[src/rtl/arbitrate_round.sv]
// ---------------------------------------------------------------------------
// arbitrate_round
//
// Round-based N-to-1 arbiter. Every enabled, requesting channel is served
// exactly once per round. The granted channel's data word is forwarded on the
// m stream and its index on the n stream. Each stream has its own handshake.
// When every enabled channel has been served, done pulses for one cycle and a
// fresh round starts on its own.
//
// Optional feature macro: ARBITRATE_ROUND_RR_EN
//   defined   : grant = first eligible channel at or after a rotating pointer
//   undefined : grant = lowest-index eligible channel (no pointer register)
//
// Parameters
//   W      data width per channel
//   N      channel count (>= 2)
//
// Ports
//   clk      in   clock
//   rst      in   asynchronous active-low reset
//   en       in   [N]    channel enable mask
//   s_stb    in   [N]    per-channel request strobe
//   s_dat    in   [N*W]  per-channel data, channel i at [i*W +: W]
//   s_rdy    out  [N]    per-channel accept, one-hot or zero
//   n_rdy    in          index consumer ready
//   n_stb    out         index valid
//   n_dat    out  [IW]   granted channel index
//   m_rdy    in          data consumer ready
//   m_stb    out         data valid
//   m_dat    out  [W]    granted channel data
//   done     out         one-cycle pulse after a round completes
// ---------------------------------------------------------------------------
module arbitrate_round #(
    parameter int W = 16,
    parameter int N = 4,
    localparam int IW = $clog2(N)
) (
    input  logic            clk,
    input  logic            rst,
    input  logic [N-1:0]    en,
    input  logic [N-1:0]    s_stb,
    input  logic [N*W-1:0]  s_dat,
    output logic [N-1:0]    s_rdy,
    input  logic            n_rdy,
    output logic            n_stb,
    output logic [IW-1:0]   n_dat,
    input  logic            m_rdy,
    output logic            m_stb,
    output logic [W-1:0]    m_dat,
    output logic            done
);

    logic [N-1:0]  r_served;
    logic          r_m_stb;
    logic          r_n_stb;
    logic [W-1:0]  r_m_dat;
    logic [IW-1:0] r_n_dat;
    logic          r_done;

    logic [N-1:0]  w_elig;
    logic [N-1:0]  w_grant_oh;
    logic [N-1:0]  w_served_next;
    logic [IW-1:0] w_grant;
    logic          w_found;
    logic          w_slot_free;
    logic          w_capture;
    logic          w_complete;

    assign w_elig      = s_stb & en & ~r_served;
    // Both output slots must be able to take a new word before any capture.
    assign w_slot_free = (~r_m_stb | m_rdy) & (~r_n_stb | n_rdy);

`ifdef ARBITRATE_ROUND_RR_EN
    logic [IW-1:0] r_ptr;
    int            w_idx;

    // Scan N positions starting at the pointer, wrapping at N (not at 2**IW),
    // so indices >= N are never produced.
    always_comb begin
        // NOTE: every always_comb output gets a default first so no path
        // leaves it unassigned, which would otherwise infer a latch.
        w_found = 1'b0;
        w_grant = '0;
        w_idx   = 0;
        for (int k = 0; k < N; k++) begin
            w_idx = int'(r_ptr) + k;
            if (w_idx >= N) begin
                w_idx = w_idx - N;
            end
            if (!w_found && w_elig[w_idx]) begin
                w_found = 1'b1;
                w_grant = IW'(w_idx);
            end
        end
    end
`else
    // Descending scan: the last hit is the lowest eligible index.
    always_comb begin
        w_found = 1'b0;
        w_grant = '0;
        for (int i = N - 1; i >= 0; i--) begin
            if (w_elig[i]) begin
                w_found = 1'b1;
                w_grant = IW'(i);
            end
        end
    end
`endif

    assign w_capture = w_found & w_slot_free;

    always_comb begin
        w_grant_oh = '0;
        if (w_capture) begin
            w_grant_oh[w_grant] = 1'b1;
        end
    end

    assign w_served_next = r_served | w_grant_oh;
    // Channels that are disabled count as served; an empty mask never completes.
    assign w_complete    = (&(w_served_next | ~en)) & (|en);

    // s_rdy is combinational, so it is gated by reset to keep it low while
    // rst is asserted even if a request is present.
    assign s_rdy = rst ? w_grant_oh : '0;

    always_ff @(posedge clk or negedge rst) begin
        if (!rst) begin
            r_m_stb  <= 1'b0;
            r_n_stb  <= 1'b0;
            r_m_dat  <= '0;
            r_n_dat  <= '0;
            r_served <= '0;
            r_done   <= 1'b0;
        end else begin
            // NOTE: sequential state uses non-blocking assignments so every
            // register samples the pre-edge values regardless of statement order.
            if (w_capture) begin
                r_m_dat <= s_dat[int'(w_grant)*W +: W];
                r_n_dat <= w_grant;
                r_m_stb <= 1'b1;
                r_n_stb <= 1'b1;
            end else begin
                // The two streams drain independently of each other.
                if (m_rdy) begin
                    r_m_stb <= 1'b0;
                end
                if (n_rdy) begin
                    r_n_stb <= 1'b0;
                end
            end
            // Round clear wins over recording the completing grant.
            if (w_complete) begin
                r_served <= '0;
            end else begin
                r_served <= w_served_next;
            end
            r_done <= w_complete;
        end
    end

`ifdef ARBITRATE_ROUND_RR_EN
    // The pointer is not reset at round end, so successive rounds rotate.
    always_ff @(posedge clk or negedge rst) begin
        if (!rst) begin
            r_ptr <= '0;
        end else if (w_capture) begin
            r_ptr <= (w_grant == IW'(N - 1)) ? '0 : w_grant + IW'(1);
        end
    end
`endif

    assign m_stb = r_m_stb;
    assign n_stb = r_n_stb;
    assign m_dat = r_m_dat;
    assign n_dat = r_n_dat;
    assign done  = r_done;

endmodule

[config.mk]
export PLATFORM = sky130hd
export DESIGN_NAME = arbitrate_round
export DESIGN_NICKNAME = d
export VERILOG_FILES = /design/src/rtl/arbitrate_round.sv
export SDC_FILE = /design/constraint.sdc
export NUM_CORES = 1
export LEC_CHECK = 0
export CAP_MARGIN = 15
export CORE_MARGIN = 2
export CORE_UTILIZATION = 35
export CTS_CLUSTER_SIZE = 20
export DETAILED_ROUTE_END_ITERATION = 12
export PLACE_DENSITY = 0.85
export SLEW_MARGIN = 20
export SYNTH_ARGS = -nofsm -noshare
export SYNTH_HDL_FRONTEND = slang
export SYNTH_SLANG_ARGS = --single-unit
export TNS_END_PERCENT = 100
[constraint.sdc]
create_clock -name clk -period 1.9 [get_ports clk]
set_input_delay 0.19 -clock clk [delete_from_list [all_inputs] [get_ports clk]]
set_output_delay 0.19 -clock clk [all_outputs]
set_load 0.005 [all_outputs]
==> qor.yml <==
synthesis:
  synth-seq-area-share_pct: 34.3
  synth-xor-area-share_pct: 0
  avgSynthCellArea_um2: 8.99
  synth_cells: 203
  ys_ff_latch: 25
  synth-async-reset-ratio_pct: 100
  synth_compound_area_share_pct: 30.9
  synth_warnings: 0
  synth_largest_area_cell: "sky130_fd_sc_hd__dfrtp_1"
  synthSimpleGateAreaFrac_pct: 25.6
  share_of_yosys_cell_area_claimed_by_the_top_area_cell_type_pct: 34.3
  synthMuxAreaShare_pct: 2.88
  synth_area_leaders: "sky130_fd_sc_hd__dfrtp_1, sky130_fd_sc_hd__a41oi_2, sky130_fd_sc_hd__nand2_1"
  dominantRegCellSynth: "sky130_fd_sc_hd__dfrtp_1"
  postSynthNetCount: 279
  synth.lib_cells_used.distinct: 43
  adder_and_majority_cell_fraction_of_the_synthesized_area_pct: 0
  synth-edff-count: 0
  synth_top_family_by_area: "compound AO/OA/AOI/OAI gates"
  syn-cell-area_mm2: 0.00182
finish:
  mostFrequentLayoutCells: "sky130_fd_sc_hd__clkdlybuf4s50_1, sky130_fd_sc_hd__buf_4, sky130_fd_sc_hd__nand2_1"
  mostFrequentLayoutCell: "sky130_fd_sc_hd__clkdlybuf4s50_1"
  finalInstanceArea_mm2: 0.00321
  fraction_of_layout_cells_with_a_size_suffix_above_1_pct: 21.3
  nNetsFinal: 410
  layoutNonFillerInstCount: 403
  fillCellCount: 429
  syn_to_final_growth_pct: 75.9
  diodes: 0
  final_core_util_pct: 63.2
clocking:
  clock_tree.buffer_depth: 2
  root_buffer: "sky130_fd_sc_hd__clkbuf_8"
  clkSlewWorstSetupHoldPaths_ns: 0.09
  cts_made_buffers: 3
  clk-insertion-delay-late_ns: 0.27
  h_tree_level_count: 1
  ctsHoldBuffers: 0
  clock_tree_from_tritoncts: "yes"
  clkSinkCount: 25
placement:
  dpl_cell_area_mm2: 0.00312
  gpl.final_weighted_congestion: 0.918
  post-dp-hpwl_um: 5310
  dp.cells: 394
  portBuffers: 100
worst_setup_path:
  worst_r2r_path_depth: 6
  r2r_start: "r_served[1]"
  worstSetupStartpointType: "flop"
  crit_arrival_ns: 1.61
  crit_path_start: "r_served[0]"
  critPathCaptureType: "output port"
  cp_max_fo: 3
  path_class: "flop to output port"
  data_required_time_at_the_worst_endpoint_ns: 1.71
job:
  maxCapViolCount: 0
grt:
  grt_pass1_vias: 2265
  maximum_number_of_pins_on_one_net_before_global_route_repair: 16
  grt_antenna_before_repair: 0
  globalRouteTotalUtil_pct: 23.2
  grt_pass1_wl_um: 10900
  overflow: 0
routing:
  ant_nets: 0
  vias_per_cell: 5.49
  detailedRoute.firstIterationViolations: 134
  drt_wl_total_um: 6860
  post_drt_wl_per_cell_um: 17.0
  dr_total_vias: 2213
  drt-pass1-iter-count: 4
  route.detailed.drc: 0
power_and_ir_drop:
  power.density_mw_per_mm2: 1020
  total_power_mw: 3.28
  max-vdd-ir-drop_v: 0.000721
  leakage_nw: 1.33
die:
  top_level_ports: 101
  die_h_um: 76.2
  die_width_um: 76.2
  row_count: 26
  core_area_mm2: 0.00507
  initial_utilization_pct: 35.9
  die_area_mm2: 0.00581
timing:
  setup_viol: 0
  clock_skew_ns: 0.00711
  maxClockFrequency_mhz: 554
  layout_min_cycle_time_ns: 1.80
  timing.final.max_slew_violations: 0
  worst_slew_pin_slew_ns: 0.461
  finalHoldWorstSlack_ns: 0.354
  final_report_hold_violation_count: 0
  period_utilisation_layout_pct: 94.9
  setup_repair_after_global_routing_missed_its_margin: "false"
  slew_headroom_pct: 69.3
min_path:
  worst_hold_path_type: "input pin to async pin"
status:
  outcome: "finished, final reports clean"
[metrics by stage]
step | setup TNS, ns | setup slack [ns]
CTS | 0 | 0.0113
finish | 0 | 0.0960
global placement | -0.661 | -0.0718
detailed placement | -1.29 | -0.126
floorplan | 0 | 0.381
global route | 0 | 0.00826
[logic make-up (layout without fill, tap and decap cells)]
| group | count (synthesis) | count (layout) |
|---|---|---|
| and+or+nand+nor | 86 | 86 |
| AOI/OAI and AO/OA | 68 | 68 |
| DFF | 25 | 25 |
| buffers and inverters | 20 | 150 |
| muxes | 4 | 4 |
[cell usage after synthesis, types with 2 or more instances]
| cell | n |
|---|---|
| sky130_fd_sc_hd__a21o_1 | 10 |
| sky130_fd_sc_hd__a21oi_1 | 22 |
| sky130_fd_sc_hd__a221o_1 | 4 |
| sky130_fd_sc_hd__a221oi_1 | 2 |
| sky130_fd_sc_hd__a311o_1 | 2 |
| sky130_fd_sc_hd__a31oi_1 | 7 |
| sky130_fd_sc_hd__a41oi_2 | 9 |
| sky130_fd_sc_hd__and2_1 | 2 |
| sky130_fd_sc_hd__and3_1 | 2 |
| sky130_fd_sc_hd__and3b_1 | 4 |
| sky130_fd_sc_hd__buf_2 | 8 |
| sky130_fd_sc_hd__buf_4 | 2 |
| sky130_fd_sc_hd__buf_6 | 3 |
| sky130_fd_sc_hd__clkbuf_1 | 4 |
| sky130_fd_sc_hd__dfrtp_1 | 25 |
| sky130_fd_sc_hd__inv_1 | 3 |
| sky130_fd_sc_hd__mux2_2 | 2 |
| sky130_fd_sc_hd__mux2_4 | 2 |
| sky130_fd_sc_hd__nand2_1 | 39 |
| sky130_fd_sc_hd__nand2b_1 | 4 |
| sky130_fd_sc_hd__nand3_1 | 13 |
| sky130_fd_sc_hd__nand3b_1 | 2 |
| sky130_fd_sc_hd__nand4_1 | 8 |
| sky130_fd_sc_hd__nor2_1 | 3 |
| sky130_fd_sc_hd__o22a_1 | 3 |
[metal layers]
layer,part of all wire [%],GRT usage [%]
met5,0,0
met4,1.6,7.09
met3,6.3,3.55
met1,42,28.0
met2,50,42.5
[critical path, stage by stage (launching register included)]
cell and delay [ns]:
sky130_fd_sc_hd__dfrtp_1 0.38, sky130_fd_sc_hd__and3b_1 0.20, sky130_fd_sc_hd__buf_4 0.13, sky130_fd_sc_hd__nor2_2 0.12, sky130_fd_sc_hd__nand3_1 0.14, sky130_fd_sc_hd__nor2_1 0.11, sky130_fd_sc_hd__dlygate4sd2_1 0.26
[final cells by class]
type,instances,area (um^2),area share [%]
Tap cell,70,87.6,2.73
Timing Repair Buffer,143,1340,41.9
Inverter,3,11.3,0.351
Clock buffer,3,41.3,1.29
Clock inverter,1,5.00,0.156
Multi-Input combinational cell,158,1090,34.1
Sequential cell,25,626,19.5
[power by group]
| part | internal (mW) | switching, mW | leakage (nW) | total, mW |
|---|---|---|---|---|
| sequential | 0.782 | 0.161 | 0.292 | 0.943 |
| combinational | 1.15 | 0.858 | 1.02 | 2.01 |
| clock | 0.147 | 0.180 | 0.0255 | 0.327 |
| total | 2.08 | 1.20 | 1.33 | 3.28 |
[sequential cells by signal, indices dropped and copies added, names as in the netlist]
name and count:
m_dat 16, n_stb 1, m_stb 1, n_dat 2, r_served 4, done 1
[what timing repair did]
item / CTS / global route
setup buffers: 3 / 2
setup endpoints to repair: 4 / 2
gates resized for setup: 5 / 5
pin swaps: 0 / 2
[final timing paths]
| path | end | slack, ns |
|---|---|---|
| worst max-delay path | s_rdy[2] | 0.1 |
| worst min-delay path | n_stb | 0.35 |
| worst max register to register | m_dat[14] | 0.13 |
| worst min register to register | m_dat[4] | 0.52 |
| max in group asynchronous | r_served[3] | 1.33 |
| min in group clk | m_dat[4] | 0.52 |
(Power assumes the default switching activity.)
